$ cat config.mk
export PLATFORM = sky130hd
export DESIGN_NAME = apb_master_flat
export DESIGN_NICKNAME = d
export VERILOG_FILES = /design/src/rtl/apb_master_if.sv /design/src/rtl/apb_master.sv /design/src/flat_wrapper.sv
export SDC_FILE = /design/constraint.sdc
export NUM_CORES = 1
export LEC_CHECK = 0
export BUFFER_PORTS_ARGS = -buffer_cell sky130_fd_sc_hd__buf_2
export CORE_MARGIN = 4
export CORE_UTILIZATION = 47
export DETAILED_ROUTE_END_ITERATION = 10
export GPL_ROUTABILITY_DRIVEN = 0
export PLACE_DENSITY = 0.83
export REMOVE_ABC_BUFFERS = 1
export SLEW_MARGIN = 10
export SYNTH_ARGS = -nofsm -noshare
export SYNTH_HDL_FRONTEND = slang
export SYNTH_SLANG_ARGS = --single-unit
$ cat constraint.sdc
create_clock -name pclk -period 3.1 [get_ports pclk]
set_input_delay 0.62 -clock pclk [delete_from_list [all_inputs] [get_ports pclk]]
set_output_delay 0.62 -clock pclk [all_outputs]
set_load 0.005 [all_outputs]
$ cat src/rtl/apb_master_if.sv
// Command/response and APB bus bundle for apb_master.
// master modport is the bridge side; slave modport is the command source plus completer.
interface apb_master_if;
    logic       cmd_valid;
    logic       cmd_ready;
    logic       cmd_write;
    logic [7:0] cmd_addr;
    logic [7:0] cmd_wdata;
    logic       rsp_valid;
    logic [7:0] rsp_rdata;
    logic       rsp_error;
    logic       psel;
    logic       penable;
    logic       pwrite;
    logic [7:0] paddr;
    logic [7:0] pwdata;
    logic [7:0] prdata;
    logic       pready;

    modport master (
        input  cmd_valid, cmd_write, cmd_addr, cmd_wdata,
        input  prdata, pready,
        output cmd_ready, rsp_valid, rsp_rdata, rsp_error,
        output psel, penable, pwrite, paddr, pwdata
    );

    modport slave (
        output cmd_valid, cmd_write, cmd_addr, cmd_wdata,
        output prdata, pready,
        input  cmd_ready, rsp_valid, rsp_rdata, rsp_error,
        input  psel, penable, pwrite, paddr, pwdata
    );
endinterface

$ cat src/rtl/apb_master.sv
// Single-outstanding APB requester: IDLE -> SETUP -> ACCESS, one-cycle response pulse.
// Optional ACCESS wait timeout enabled by defining APB_MASTER_TIMEOUT_EN.
module apb_master #(
    parameter int TIMEOUT_CYCLES = 16
) (
    input  logic          pclk,
    input  logic          preset,
    apb_master_if.master  bus
);

    typedef enum logic [1:0] {
        ST_IDLE   = 2'd0,
        ST_SETUP  = 2'd1,
        ST_ACCESS = 2'd2
    } state_t;

    state_t     r_state;
    state_t     w_state_nxt;
    logic       r_pwrite;
    logic [7:0] r_paddr;
    logic [7:0] r_pwdata;
    logic [7:0] r_rsp_rdata;
    logic       r_rsp_valid;
    logic       w_accept;
    logic       w_done;
    logic       w_abort;
    logic       w_cmd_ready;
    logic       w_psel;
    logic       w_penable;

    generate
        if (TIMEOUT_CYCLES < 1 || TIMEOUT_CYCLES > 255) begin : g_bad_timeout
            $error("apb_master: TIMEOUT_CYCLES must be 1..255");
        end
    endgenerate

    assign w_accept = (r_state == ST_IDLE) && bus.cmd_valid;
    assign w_done   = (r_state == ST_ACCESS) && bus.pready;

`ifdef APB_MASTER_TIMEOUT_EN
    localparam logic [7:0] LP_WAIT_LAST = 8'(TIMEOUT_CYCLES - 1);

    logic [7:0] r_wait_cnt;
    logic       r_rsp_error;

    // abort on the edge that would bring the wait count up to the limit
    assign w_abort = (r_state == ST_ACCESS) && !bus.pready &&
                     (r_wait_cnt == LP_WAIT_LAST);

    always_ff @(posedge pclk) begin
        if (preset) begin
            r_wait_cnt <= 8'h00;
        end else if (r_state == ST_SETUP) begin
            r_wait_cnt <= 8'h00;
        end else if ((r_state == ST_ACCESS) && !bus.pready) begin
            r_wait_cnt <= r_wait_cnt + 8'h01;
        end
    end

    always_ff @(posedge pclk) begin
        if (preset) begin
            r_rsp_error <= 1'b0;
        end else if (w_done || w_abort) begin
            r_rsp_error <= w_abort;
        end
    end

    assign bus.rsp_error = r_rsp_error;
`else
    assign w_abort       = 1'b0;
    assign bus.rsp_error = 1'b0;
`endif

    always_ff @(posedge pclk) begin
        if (preset) begin
            r_state <= ST_IDLE;
        end else begin
            r_state <= w_state_nxt;
        end
    end

    always_comb begin
        w_state_nxt = r_state;
        unique case (r_state)
            ST_IDLE: begin
                if (w_accept) begin
                    w_state_nxt = ST_SETUP;
                end
            end
            ST_SETUP: begin
                w_state_nxt = ST_ACCESS;
            end
            ST_ACCESS: begin
                if (w_done || w_abort) begin
                    w_state_nxt = ST_IDLE;
                end
            end
            default: begin
                w_state_nxt = ST_IDLE;
            end
        endcase
    end

    // control strobes decode only the state register
    always_comb begin
        w_cmd_ready = 1'b0;
        w_psel      = 1'b0;
        w_penable   = 1'b0;
        unique case (r_state)
            ST_IDLE: begin
                w_cmd_ready = 1'b1;
            end
            ST_SETUP: begin
                w_psel = 1'b1;
            end
            ST_ACCESS: begin
                w_psel    = 1'b1;
                w_penable = 1'b1;
            end
            default: begin
                w_cmd_ready = 1'b0;
            end
        endcase
    end

    always_ff @(posedge pclk) begin
        if (preset) begin
            r_pwrite    <= 1'b0;
            r_paddr     <= 8'h00;
            r_pwdata    <= 8'h00;
            r_rsp_rdata <= 8'h00;
            r_rsp_valid <= 1'b0;
        end else begin
            if (w_accept) begin
                r_pwrite <= bus.cmd_write;
                r_paddr  <= bus.cmd_addr;
                r_pwdata <= bus.cmd_wdata;
            end
            r_rsp_valid <= w_done || w_abort;
            if (w_done) begin
                r_rsp_rdata <= r_pwrite ? 8'h00 : bus.prdata;
            end else if (w_abort) begin
                r_rsp_rdata <= 8'h00;
            end
        end
    end

    assign bus.cmd_ready = w_cmd_ready;
    assign bus.psel      = w_psel;
    assign bus.penable   = w_penable;
    assign bus.pwrite    = r_pwrite;
    assign bus.paddr     = r_paddr;
    assign bus.pwdata    = r_pwdata;
    assign bus.rsp_valid = r_rsp_valid;
    assign bus.rsp_rdata = r_rsp_rdata;

endmodule

$ cat src/flat_wrapper.sv
// flat-port wrapper written by rule: the top's interface ports become plain ports
module apb_master_flat 
#(
    parameter int TIMEOUT_CYCLES = 16
)
  (pclk, preset, bus_cmd_valid, bus_cmd_write, bus_cmd_addr, bus_cmd_wdata, bus_prdata, bus_pready, bus_cmd_ready, bus_rsp_valid, bus_rsp_rdata, bus_rsp_error, bus_psel, bus_penable, bus_pwrite, bus_paddr, bus_pwdata);
  apb_master_if bus_i ();
  input  logic pclk;
  input  logic preset;
  input wire logic [$bits(bus_i.cmd_valid)-1:0] bus_cmd_valid;
  input wire logic [$bits(bus_i.cmd_write)-1:0] bus_cmd_write;
  input wire logic [$bits(bus_i.cmd_addr)-1:0] bus_cmd_addr;
  input wire logic [$bits(bus_i.cmd_wdata)-1:0] bus_cmd_wdata;
  input wire logic [$bits(bus_i.prdata)-1:0] bus_prdata;
  input wire logic [$bits(bus_i.pready)-1:0] bus_pready;
  output wire logic [$bits(bus_i.cmd_ready)-1:0] bus_cmd_ready;
  output wire logic [$bits(bus_i.rsp_valid)-1:0] bus_rsp_valid;
  output wire logic [$bits(bus_i.rsp_rdata)-1:0] bus_rsp_rdata;
  output wire logic [$bits(bus_i.rsp_error)-1:0] bus_rsp_error;
  output wire logic [$bits(bus_i.psel)-1:0] bus_psel;
  output wire logic [$bits(bus_i.penable)-1:0] bus_penable;
  output wire logic [$bits(bus_i.pwrite)-1:0] bus_pwrite;
  output wire logic [$bits(bus_i.paddr)-1:0] bus_paddr;
  output wire logic [$bits(bus_i.pwdata)-1:0] bus_pwdata;
  assign bus_i.cmd_valid = bus_cmd_valid;
  assign bus_i.cmd_write = bus_cmd_write;
  assign bus_i.cmd_addr = bus_cmd_addr;
  assign bus_i.cmd_wdata = bus_cmd_wdata;
  assign bus_i.prdata = bus_prdata;
  assign bus_i.pready = bus_pready;
  assign bus_cmd_ready = bus_i.cmd_ready;
  assign bus_rsp_valid = bus_i.rsp_valid;
  assign bus_rsp_rdata = bus_i.rsp_rdata;
  assign bus_rsp_error = bus_i.rsp_error;
  assign bus_psel = bus_i.psel;
  assign bus_penable = bus_i.penable;
  assign bus_pwrite = bus_i.pwrite;
  assign bus_paddr = bus_i.paddr;
  assign bus_pwdata = bus_i.pwdata;
  apb_master #(.TIMEOUT_CYCLES(TIMEOUT_CYCLES)) u_core (.pclk(pclk), .preset(preset), .bus(bus_i));
endmodule
==> flow_metrics.tcl <==
set metrics [dict create \
    status "finished, final reports clean" \
    whs_ns 0.464 \
    ys_top_cells_by_area "dfxtp_1 (50%), nand2_1 (14%), a21oi_1 (11%)" \
    grt.total_usage 0.155 \
    ctsResizeCount 0 \
    via_count 995 \
    power_density_nw_per_um2 648 \
    final-setup-viol-count 0 \
    grt_overflow_total 0 \
    cp.arrival_ns 1.31 \
    die_y_um 56.7 \
    wirelength_um 2540 \
    rows 17 \
    final_common_cell "buf_2" \
    first_pass_iters 4 \
    worstMarginPinSlew_ns 0.569 \
    setup.worst_path.start "u_core.r_state[0]$_SDFFE_PP0P_" \
    cts_sinks 28 \
    start_kind "flop" \
    worstPathMaxFanout 11 \
    yosys.area.top_type "dfxtp_1" \
    hold_class "reg2reg" \
    cts_buffers 3 \
    critPathKind "reg2out" \
    dieArea_um2 3220 \
    antenna_cells 0 \
    period_share 0.624 \
    peakVddDrop_v 0.000464 \
    area_delta_synth_final_pct 26.5 \
    cts_max_level 1 \
    clkTransAtPathRegs_ns 0.14 \
    via_per_inst 4.69 \
    grt_max_degree 31 \
    avgSynthCellArea_um2 8.46 \
    rsz0062_at_grt "no" \
    regToRegSetupSlack_ns 1.54 \
    maxSlewViolCount 0 \
    core_area_um2 2230 \
    yosys_warnings 0 \
    ys_seq_area_frac 0.502 \
    wl_per_cell_um 12.0 \
    min_period_ns 1.93 \
    grt_pass1_wl_um 4070 \
    cp_cell_sequence "inv_1, ha_1, buf_2" \
    post_cts_buffers 0 \
    drive_above_1_share 0.337 \
    r2r-start "u_core.r_state[1]$_SDFFE_PP0P_" \
    slew_headroom 0.621 \
    cp-end-kind "primary output" \
    placed_area_um2 1380 \
    synth_top_cell_area_share 0.502 \
    hold_buffers 0 \
    finalNetCount 218 \
    cts-root-buf "clkbuf_4" \
    cts_max_path_buffers 2 \
    dp_hpwl_um 1900 \
    pin_count 59 \
    layout_common_cells "buf_2 (57), nand2_1 (43), dfxtp_1 (28)" \
    syn-instance-count 132 \
    fin_worst_skew_ns 0.00412 \
    drcViolationCount 0 \
    synth_cell_types 17 \
    crit_path_max_incr_delay_ns 0.37 \
    cts_tree "done" \
    fmax_mhz 517 \
    setup-tns-final_ns 0 \
    p_leak_nw 0.675 \
    ys_ff_latch 28 \
    start_util 0.500 \
    drt_iter0_markers 18 \
    slowest_stage "ha_1" \
    die_x_um 56.7 \
    io_buffers 57 \
    stdcell_area_um2 1410 \
    max_cap_viol_count 0 \
    ant_nets 0 \
    hp-start "u_core.bus.paddr[1]$_SDFFE_PP0P_" \
    cp.required_ns 2.48 \
    synth_area_um2 1120 \
    grt_pass1_vias 956 \
    clkLatencyLatePin_ns 0.31 \
    antenna_found_initial 0 \
    hold_viol 0 \
]
==> final cells by class <==
| class | instances | area, um2 |
|---|---|---|
| Clock buffer | 4 | 36.3 |
| Fill cell | 218 | 822 |
| Inverter | 4 | 15.0 |
| Multi-Input combinational cell | 91 | 479 |
| Sequential cell | 28 | 561 |
| Tap cell | 28 | 35.0 |
| Timing Repair Buffer | 57 | 285 |
==> worst paths after layout <==
path / endpoint / cells after the start
max: bus_penable / 3
min: u_core.bus.paddr[1]$_SDFFE_PP0P_ / 2
max reg2reg: u_core.bus.pwdata[1]$_SDFFE_PP0P_ / 5
min reg2reg: u_core.bus.paddr[1]$_SDFFE_PP0P_ / 2
==> stage by stage <==
| step | setup WS [ns] | instances | utilization | power (W) |
|---|---|---|---|---|
| finish | 1.17 | 212 | 0.632 | 0.000915 |
| global route | 1.08 | 212 | 0.632 | 0.000991 |
| floorplan | 1.77 | 123 | - | 0.000628 |
| global placement | 1.55 | 208 | 0.616 | 0.000741 |
| detailed placement | 1.48 | 208 | 0.616 | 0.000761 |
| CTS | 1.15 | 212 | 0.632 | 0.000930 |
==> registers in the layout, summed over array words and instances, names as in the netlist <==
| register | flops |
|---|---|
| u_core.bus.rsp_rdata | 8 |
| u_core.bus.paddr | 8 |
| u_core.bus.pwrite | 1 |
| u_core.bus.rsp_valid | 1 |
| u_core.bus.pwdata | 8 |
| u_core.r_state | 2 |
==> cell usage after synthesis (all sizes together) <==
library cell,n
nand2,44
and2,1
nand2b,4
dfxtp,28
nor2,1
mux2i,2
clkbuf,1
a21oi,25
inv,4
conb,1
buf,8
ha,4
a22oi,1
nand4b,8
==> report_power, final <==
group,internal [W],total (W),switching (W)
logic,0.000127,0.000297,0.000170
clock network,0.0000716,0.000169,0.0000969
registers,0.000416,0.000450,0.0000334
==> metal layers <==
layer	vias to the layer above	global-route usage	share of wire
li1	533	-	-
met5	-	0	0
met1	439	0.168	0.41
met3	2	0.0299	0.052
met2	21	0.295	0.53
met4	0	0.0497	0.0067
==> cells by family after synthesis <==
logic type,after synthesis,synth area share
fa+ha+maj,4,0.0448
mux,2,0.0179
flops,28,0.502
simple gates,58,0.244
compound gates,26,0.119
buf+inv,13,0.0684
other cells,1,0.00336
==> critical path, delay by kind of cell (launching register included) <==
family | cells | cell delay (ns)
fa+ha+maj | 1 | 0.37
flops | 1 | 0.35
buf+inv | 2 | 0.28
Power figures use the tool's default switching activity.
